### config.mk
export PLATFORM = sky130hd
export DESIGN_NAME = instr_issuer
export DESIGN_NICKNAME = d
export VERILOG_FILES = /design/src/rtl/instr_issuer_pkg.sv /design/src/rtl/issue_fifo.sv /design/src/rtl/instr_issuer.sv
export SDC_FILE = /design/constraint.sdc
export NUM_CORES = 1
export LEC_CHECK = 0
export ABC_AREA = 1
export BUFFER_PORTS_ARGS = -buffer_cell sky130_fd_sc_hd__buf_2
export CORE_AREA = 2 2 149 151
export DETAILED_ROUTE_END_ITERATION = 16
export DIE_AREA = 0 0 151 153
export PLACE_DENSITY = 0.74
export SLEW_MARGIN = 20
export SYNTH_ARGS = -nofsm -noshare
export SYNTH_HDL_FRONTEND = slang
export SYNTH_HIERARCHICAL = 1
export SYNTH_SLANG_ARGS = --single-unit
### constraint.sdc
create_clock -name Clock -period 3 [get_ports Clock]
set_input_delay 0.15 -clock Clock [delete_from_list [all_inputs] [get_ports Clock]]
set_output_delay 0.15 -clock Clock [all_outputs]
set_load 0.02 [all_outputs]
### src/rtl/instr_issuer_pkg.sv
// Shared types and constants for the instruction issuer and its bench.
package instr_issuer_pkg;

    localparam int unsigned INSTR_W = 32;

    typedef enum logic [1:0] {
        IDLE  = 2'd0,
        ISSUE = 2'd1,
        WAIT  = 2'd2,
        DONE  = 2'd3
    } issuer_state_t;

    localparam logic [5:0] OP_RTYPE = 6'h00;
    localparam logic [5:0] OP_LW    = 6'h23;
    localparam logic [5:0] OP_SW    = 6'h2B;

endpackage

### src/rtl/issue_fifo.sv
// Circular DEPTH x WIDTH instruction buffer with synchronous active-high reset.
module issue_fifo #(
    parameter int unsigned DEPTH = 8,
    parameter int unsigned WIDTH = 32
) (
    input  logic             clk,
    input  logic             rst,
    input  logic             push,
    input  logic [WIDTH-1:0] push_data,
    input  logic             pop,
    output logic [WIDTH-1:0] head,
    output logic             empty,
    output logic             full
);

    localparam int unsigned AW = $clog2(DEPTH);

    logic [WIDTH-1:0] mem_q [DEPTH];
    logic [AW-1:0]    wr_ptr_q;
    logic [AW-1:0]    rd_ptr_q;
    logic [AW:0]      count_q;
    logic             do_push;
    logic             do_pop;

    assign empty   = (count_q == '0);
    assign full    = (count_q == (AW+1)'(DEPTH));
    assign do_push = push && !full;
    assign do_pop  = pop && !empty;
    assign head    = mem_q[rd_ptr_q];

    always_ff @(posedge clk) begin
        if (do_push) begin
            mem_q[wr_ptr_q] <= push_data;
        end
    end

    // Pointers wrap naturally since DEPTH is a power of two.
    always_ff @(posedge clk) begin
        if (rst) begin
            wr_ptr_q <= '0;
            rd_ptr_q <= '0;
            count_q  <= '0;
        end else begin
            if (do_push) begin
                wr_ptr_q <= wr_ptr_q + 1'b1;
            end
            if (do_pop) begin
                rd_ptr_q <= rd_ptr_q + 1'b1;
            end
            case ({do_push, do_pop})
                2'b10:   count_q <= count_q + 1'b1;
                2'b01:   count_q <= count_q - 1'b1;
                default: count_q <= count_q;
            endcase
        end
    end

endmodule

### src/rtl/instr_issuer.sv
// Buffers instruction words and issues them to mipscpu with a fixed execution window.
// Optional ISSUER_COUNT_EN adds a saturating issued_count output.
module instr_issuer #(
    parameter int unsigned DEPTH       = 8,
    parameter int unsigned EXEC_CYCLES = 5,
    parameter int unsigned INSTR_W     = instr_issuer_pkg::INSTR_W
) (
    input  logic               Clock,
    input  logic               Reset,
    input  logic               load_valid,
    input  logic [INSTR_W-1:0] load_instr,
    output logic               load_ready,
    input  logic               start,
    output logic [INSTR_W-1:0] Instrword,
    output logic               Newinstr,
    output logic               busy,
    output logic               done,
    output logic               empty,
`ifdef ISSUER_COUNT_EN
    output logic [15:0]        issued_count,
`endif
    output logic               full
);

    import instr_issuer_pkg::*;

    localparam int unsigned CW = $clog2(EXEC_CYCLES) + 1;

    issuer_state_t      state_q, state_d;
    logic [CW-1:0]      cnt_q, cnt_d;
    logic [INSTR_W-1:0] head;
    logic [INSTR_W-1:0] instrword_q;
    logic               newinstr_q;
    logic               done_q;
    logic               pop;

    issue_fifo #(
        .DEPTH (DEPTH),
        .WIDTH (INSTR_W)
    ) u_fifo (
        .clk       (Clock),
        .rst       (Reset),
        .push      (load_valid),
        .push_data (load_instr),
        .pop       (pop),
        .head      (head),
        .empty     (empty),
        .full      (full)
    );

    always_comb begin
        state_d = state_q;
        cnt_d   = cnt_q;
        case (state_q)
            IDLE: begin
                if (start) begin
                    state_d = empty ? DONE : ISSUE;
                end
            end
            ISSUE: begin
                state_d = WAIT;
                cnt_d   = CW'(EXEC_CYCLES - 1);
            end
            WAIT: begin
                if (cnt_q == '0) begin
                    state_d = empty ? DONE : ISSUE;
                end else begin
                    cnt_d = cnt_q - 1'b1;
                end
            end
            DONE:    state_d = IDLE;
            default: state_d = IDLE;
        endcase
    end

    // Head is captured and popped on the edge that enters ISSUE, so Newinstr lines up with ISSUE.
    assign pop = (state_d == ISSUE);

    always_ff @(posedge Clock) begin
        if (Reset) begin
            state_q     <= IDLE;
            cnt_q       <= '0;
            instrword_q <= '0;
            newinstr_q  <= 1'b0;
            done_q      <= 1'b0;
        end else begin
            state_q    <= state_d;
            cnt_q      <= cnt_d;
            newinstr_q <= pop;
            done_q     <= (state_d == DONE);
            if (pop) begin
                instrword_q <= head;
            end
        end
    end

`ifdef ISSUER_COUNT_EN
    logic [15:0] issued_q;

    always_ff @(posedge Clock) begin
        if (Reset) begin
            issued_q <= '0;
        end else if (state_q == IDLE && start) begin
            issued_q <= '0;
        end else if (state_q == ISSUE && issued_q != 16'hFFFF) begin
            issued_q <= issued_q + 1'b1;
        end
    end

    assign issued_count = issued_q;
`endif

    assign Instrword  = instrword_q;
    assign Newinstr   = newinstr_q;
    assign done       = done_q;
    assign busy       = (state_q != IDLE);
    assign load_ready = !full;

endmodule

==> results of run 1 <==
## area by class of cell
class	instances	area, sq um
timing repair buffer	126	871
clock inverter	20	223
multi-input combinational	643	3270
clock buffer	37	798
antenna	2	5.00
fill	1522	6980
inverter	64	240
sequential	309	8760
tap	280	350
## cell families (layout without fill, tap and decap cells)
family	count (synthesis)	after routing	share of synthesized area
and+or+nand+nor	391	391	0.125
DFF	309	309	0.693
AOI/OAI and AO/OA	211	211	0.0954
buffers and inverters	127	247	0.0536
muxes	32	32	0.0254
adders and majority gates	6	6	0.00595
xor gates and xnor gates	3	3	0.00208
other	0	2	0
## state kept, by name, indices dropped and copies added, names as in the netlist, 2 cells and up, named ones only
| signal | flops |
|---|---|
| cnt_q | 4 |
| u_fifo/count_q | 4 |
| u_fifo/rd_ptr_q | 3 |
| state_q | 2 |
| Instrword | 32 |
| u_fifo/mem_q | 256 |
| u_fifo/wr_ptr_q | 3 |
## tightest hold or removal path: cells and delay by family
| kind | cells | cell delay [ps] |
|---|---|---|
| AO/OA/AOI/OAI | 1 | 80 |
| buffers and inverters | 1 | 100 |
| AND/OR/NAND/NOR | 3 | 230 |
## worst max-delay path by stage
stage | endpoint | start
6_report | u_fifo/count_q[2] | cnt_q[0]
5_1_grt | u_fifo/count_q[2] | cnt_q[0]
4_1_cts | u_fifo/count_q[2] | cnt_q[0]
3_5_place_dp | u_fifo/count_q[2] | cnt_q[0]
3_3_place_gp | u_fifo/count_q[2] | cnt_q[0]
2_1_floorplan | u_fifo/count_q[2] | u_fifo/count_q[1]
## power groups by stage
stage / Sequential [mW] / Clock, mW / Combinational (mW)
2_1_floorplan: 5.48 / 0 / 3.11
3_3_place_gp: 5.41 / 0 / 3.67
3_5_place_dp: 5.43 / 0 / 3.76
4_1_cts: 5.34 / 3.89 / 3.82
5_1_grt: 5.38 / 4.06 / 4.24
6_report: 5.34 / 3.83 / 3.81
## through the flow
stage,std cells,hold WS [ps],util
2_1_floorplan,1079,218,-
3_3_place_gp,1389,413,0.612
3_5_place_dp,1389,418,0.612
4_1_cts,1479,41.9,0.675
5_1_grt,1481,73.6,0.675
6_report,1481,64.6,0.675
## cells in the mapped netlist (all sizes together)
| library cell | count |
|---|---|
| a211oi | 1 |
| a21oi | 43 |
| buf | 38 |
| clkbuf | 25 |
| clkinv | 1 |
| dfxtp | 53 |
| edfxtp | 256 |
| ha | 6 |
| inv | 63 |
| mux2i | 32 |
| nand2 | 160 |
| nand3 | 41 |
| nor2 | 183 |
| nor3 | 4 |
| nor3b | 2 |
| o21ai | 134 |
| o22ai | 33 |
| or2 | 1 |
| xnor2 | 2 |
| xor2 | 1 |
## per-layer routing
| metal | global-route usage | part of all wire |
|---|---|---|
| met5 | 0 | 0 |
| met4 | 0.0708 | 0.018 |
| met3 | 0.0337 | 0.064 |
| met2 | 0.387 | 0.50 |
| met1 | 0.295 | 0.42 |
==> flow_metrics.tcl, run 1 <==
set metrics [dict create \
    p_clk_frac 0.295 \
    syn_area_sq_um 12600 \
    wl_per_cell_microns 17.5 \
    drtAntennaViolNets 0 \
    layout_common_cells "edfxtp_1, nor2_1, nand2_1" \
    io_pins 74 \
    power_mw 13.0 \
    fin_crit_ps 2520 \
    r2r-end "u_fifo/count_q[2]" \
    cts.repair.resized 0 \
    ys_seq_area_frac 0.693 \
    area_delta_synth_final_pct 14.9 \
    synth_area_per_cell_sq_um 11.7 \
    end_kind "flip-flop" \
    peakVddDrop_mv 0.858 \
    p_int_mw 8.65 \
    cellPowerDensity_nw_per_um2 895 \
    finalHoldViolCount 0 \
    run_status "finished, final reports clean" \
    drv_slew 0 \
    slowest_stage "dfxtp_1" \
    grt_pass1_vias 7917 \
    worst-path-buf-inv 4 \
    critPathTopFamily "simple AND/OR/NAND/NOR gates" \
    wirelength_microns 25900 \
    synth_nets 1121 \
    rsz0062_at_grt "no" \
    crit_chain "inv_1 > ha_1 > nand2_1 > nand2_2 > nand2_4 > nor2_8 > nand2_2 > inv_1 > nand2_1 > inv_1 > ha_1 > nor2_1 > nor2_1 > ha_1 > a21oi_1 > xnor2_1 > o21ai_0 > inv_1" \
    rows 54 \
    critPathKind "reg2reg" \
    r2r-start "cnt_q[0]" \
    synth_warnings 6 \
    die_area_sq_um 23100 \
    setup_viol 0 \
    overflow 0 \
    htree_levels 1 \
    worstMarginPinSlew_ps 924 \
    synth_top_area_cell "edfxtp_1" \
    die_h_microns 153 \
    final.setup.tns_ps 0 \
    crit_arrival_ps 2960 \
    cts.sinks 309 \
    final_common_cell "edfxtp_1" \
    vias 8150 \
    avgViaCountPerCell 5.50 \
    cts_tree "built" \
    drive_above_1_share 0.155 \
    die_w_microns 151 \
    antenna_found_initial 2 \
    leakage_nw 5.40 \
    fmax_mhz 396 \
    dr.pass1.iters 5 \
    worst_slew_margin_rel 0.384 \
    p_sw_frac 0.334 \
    setup_ws_ps 478 \
    finalCritPeriodShare 0.841 \
    hold_depth 5 \
    cp_num_cells 18 \
    cpMostUsedCell "inv_1" \
    switchingPower_mw 4.33 \
    cts-root-buf "clkbuf_16" \
    cts_buffers 31 \
    worstPathMaxFanout 7 \
    coreArea_sq_um 21500 \
    dpl-instance-area_sq_um 13200 \
    fin_nets 1217 \
    globalplace.congestion 0.735 \
    drc 0 \
    synth_area_leaders "edfxtp_1, dfxtp_1, nor2_1, nand2_1, o21ai_0" \
    fin_skew_ps 15.2 \
    reg2regPathDepth 18 \
    finalInstanceArea_sq_um 14500 \
    syn-instance-count 1079 \
    cp-start-kind "flip-flop" \
    p_comb_frac 0.294 \
    clk_pin_slew_ps 60 \
    drtIter0Drc 669 \
    port_buffers 73 \
    grt_use_total 0.225 \
    yosys.cell_types.count 35 \
    r2r_slack_ps 480 \
    cts_setup_buffers 0 \
    worstPathRequired_ps 3440 \
    ys_seq_elements 309 \
    cts_hold_buf 33 \
    grt_max_degree 67 \
    worstSkewPairLatency_ps 540 \
    place_ws_ps 507 \
    drv_cap 0 \
    grt_pass1_wl_microns 40600 \
    p_seq_frac 0.411 \
    worst_hold_path_type "in2reg" \
    clk_path_buf_depth 3 \
    max_stage_delay_ps 340 \
    start_util 0.588 \
    hold_start "start" \
    synth_top_area_frac 0.609 \
    dpl.hpwl_microns 13700 \
    hold_end "Newinstr" \
]
(Power assumes the default switching activity.)
==> run 2: changes to the inputs <==
- CORE_AREA: 2 2 149 151 -> 2 2 155 157
- DIE_AREA: 0 0 151 153 -> 0 0 157 159
- PLACE_DENSITY: 0.74 -> 0.72
- clock period: 3 -> 2.05 ns (I/O delays scaled with it)
==> run 2 against run 1 <==
  * The run now ends with setup timing left
  * Cell count rose by 4.8%
  * Setup slack got worse by 490 ps
  * Count of clock-buffer cells in the layout is 11 higher
  * Critical path depth is 1 higher
  * Register-to-register slack lost 490 ps
  * First-iteration DRC count rose by 1.9%
==> flow_metrics.tcl, run 2 (synthesized netlist as in run 1, its figures left out) <==
set metrics [dict create \
    start_util 0.544 \
    wl_met2_microns 13100 \
    antenna_found_initial 0 \
    crit_chain "inv_2 > ha_4 > nand2_4 > nand2_4 > nand2_4 > nor2_8 > nand2_4 > inv_2 > nand2_2 > inv_2 > ha_4 > nand2_2 > inv_2 > nor2_4 > ha_4 > a21oi_4 > xnor2_1 > o21ai_1 > inv_1" \
    grt_pass1_vias 8018 \
    topRoutingLayerUsed "met4" \
    clk_pin_slew_ps 60 \
    clk_path_buf_depth 3 \
    die_h_microns 159 \
    vias 8166 \
    worstSkewPairLatency_ps 550 \
    overflow 0 \
    leakage_nw 5.61 \
    htree_levels 1 \
    worstPathRequired_ps 2500 \
    grt_max_degree 81 \
    coreArea_sq_um 23200 \
    worst_hold_path_type "in2reg" \
    fmax_mhz 485 \
    rsz0062_at_grt "yes" \
    grt_pass1_wl_microns 41500 \
    cts-root-buf "clkbuf_16" \
    wirelength_microns 26700 \
    dpl.hpwl_microns 14700 \
    finalCritPeriodShare 1.01 \
    finalHoldViolCount 0 \
    worstPathMaxFanout 4 \
    layout_common_cells "edfxtp_1, nor2_1, nand2_1" \
    die_area_sq_um 25000 \
    cellPowerDensity_nw_per_um2 1290 \
    fin_crit_ps 2060 \
    final.setup.tns_ps -12.3 \
    dr.pass1.iters 5 \
    power_mw 19.4 \
    drtIter0Drc 682 \
    critPathKind "reg2reg" \
    io_pins 74 \
    fin_skew_ps 9.00 \
    regMostFlops "u_fifo/mem_q" \
    drv_cap 0 \
    area_delta_synth_final_pct 19.5 \
    drive_above_1_share 0.200 \
    violations "setup timing" \
    met3_length_microns 1470 \
    globalplace.congestion 0.740 \
    drtAntennaViolNets 0 \
    final_common_cell "edfxtp_1" \
    drc 0 \
    rows 56 \
    setup_viol 1 \
    setup_ws_ps -12.3 \
    antennaDiodeCount 0 \
    cts_buffers 30 \
    port_buffers 73 \
    max_stage_delay_ps 320 \
    drv_slew 0 \
    avgViaCountPerCell 5.26 \
    run_status "finished, violations left" \
    worst-path-buf-inv 5 \
    cp-start-kind "flip-flop" \
    cts.sinks 309 \
    wl_met1_microns 11600 \
    die_w_microns 157 \
    peakVddDrop_mv 1.60 \
    slowest_stage "dfxtp_2" \
    largest_reg_flops 256 \
    worstMarginPinSlew_ps 907 \
    critPathTopFamily "simple AND/OR/NAND/NOR gates" \
    end_kind "flip-flop" \
    grt_use_total 0.212 \
    wl_per_cell_microns 17.2 \
    worst_slew_margin_rel 0.396 \
    fin_nets 1251 \
    cts_tree "built" \
    crit_arrival_ps 2510 \
]
==> run 2: cell types whose count changed in the layout (fill, tap and decap cells not counted), moves of 4 or more <==
cell,change
clkinv_1,-5
bufinv_16,-5
nor2_4,+5
nor2_1,-4
inv_2,+8
clkbuf_8,+6
clkbuf_1,+5
dfxtp_2,+4
dfxtp_1,-4
buf_12,+16
inv_1,-8
buf_4,+17
ha_1,-4
==> run 2: path summary, 6_finish.rpt <==
check / from / endpoint / slack [ps] / cells past startpoint
max reg2reg: cnt_q[0] / u_fifo/count_q[2] / -10 / 19
min reg2reg: Instrword[4] / Instrword[4] / 480 / 2
min: load_valid / u_fifo/wr_ptr_q[0] / 50 / 4
max: cnt_q[0] / u_fifo/count_q[2] / -10 / 19
==> run 2: final cells by class <==
type / instances / area, sq um
Clock buffer: 48 / 900
Clock inverter: 8 / 38.8
Fill cell: 1723 / 8110
Inverter: 64 / 240
Multi-Input combinational cell: 643 / 3390
Sequential cell: 309 / 8760
Tap cell: 319 / 399
Timing Repair Buffer: 161 / 1360
==> run 2: per-stage QoR <==
step	cell area [sq um]	util	hold WS, ps	setup slack (ps)	instances
after floorplan	12700	-	171	-395	1079
after global placement	13600	0.587	368	-76.3	1453
after detailed placement	13600	0.587	371	-151	1453
after CTS	15000	0.645	30.4	10.4	1546
after global routing	15100	0.651	58.5	-125	1552
final	15100	0.651	49.6	-12.3	1552
==> run 2: where the power goes <==
group | leakage (nW) | switching [mW] | internal, mW
registers | 2.76 | 0.284 | 7.42
clock network | 0.459 | 2.16 | 2.98
logic | 2.38 | 4.13 | 2.42
total | 5.61 | 6.57 | 12.8
==> run 2: worst min-delay path, delay by kind of cell <==
family | cells | cell delay, ps
AO/OA/AOI/OAI | 1 | 80
AND/OR/NAND/NOR | 1 | 70
buffers and inverters | 2 | 300
==> run 2: metal layers <==
layer,up-vias,GRT usage
li1,4001,-
met1,3898,0.284
met2,219,0.360
met3,48,0.0318
met4,0,0.0642
met5,-,0
==> run 2: what timing repair did <==
action,in CTS,in global routing
endpoints found under the hold margin,269,0
resized for setup,14,15
cloned,0,1
pin swaps,7,8
setup endpoints to repair,3,66
hold buffers,33,0
buffers inserted,4,5
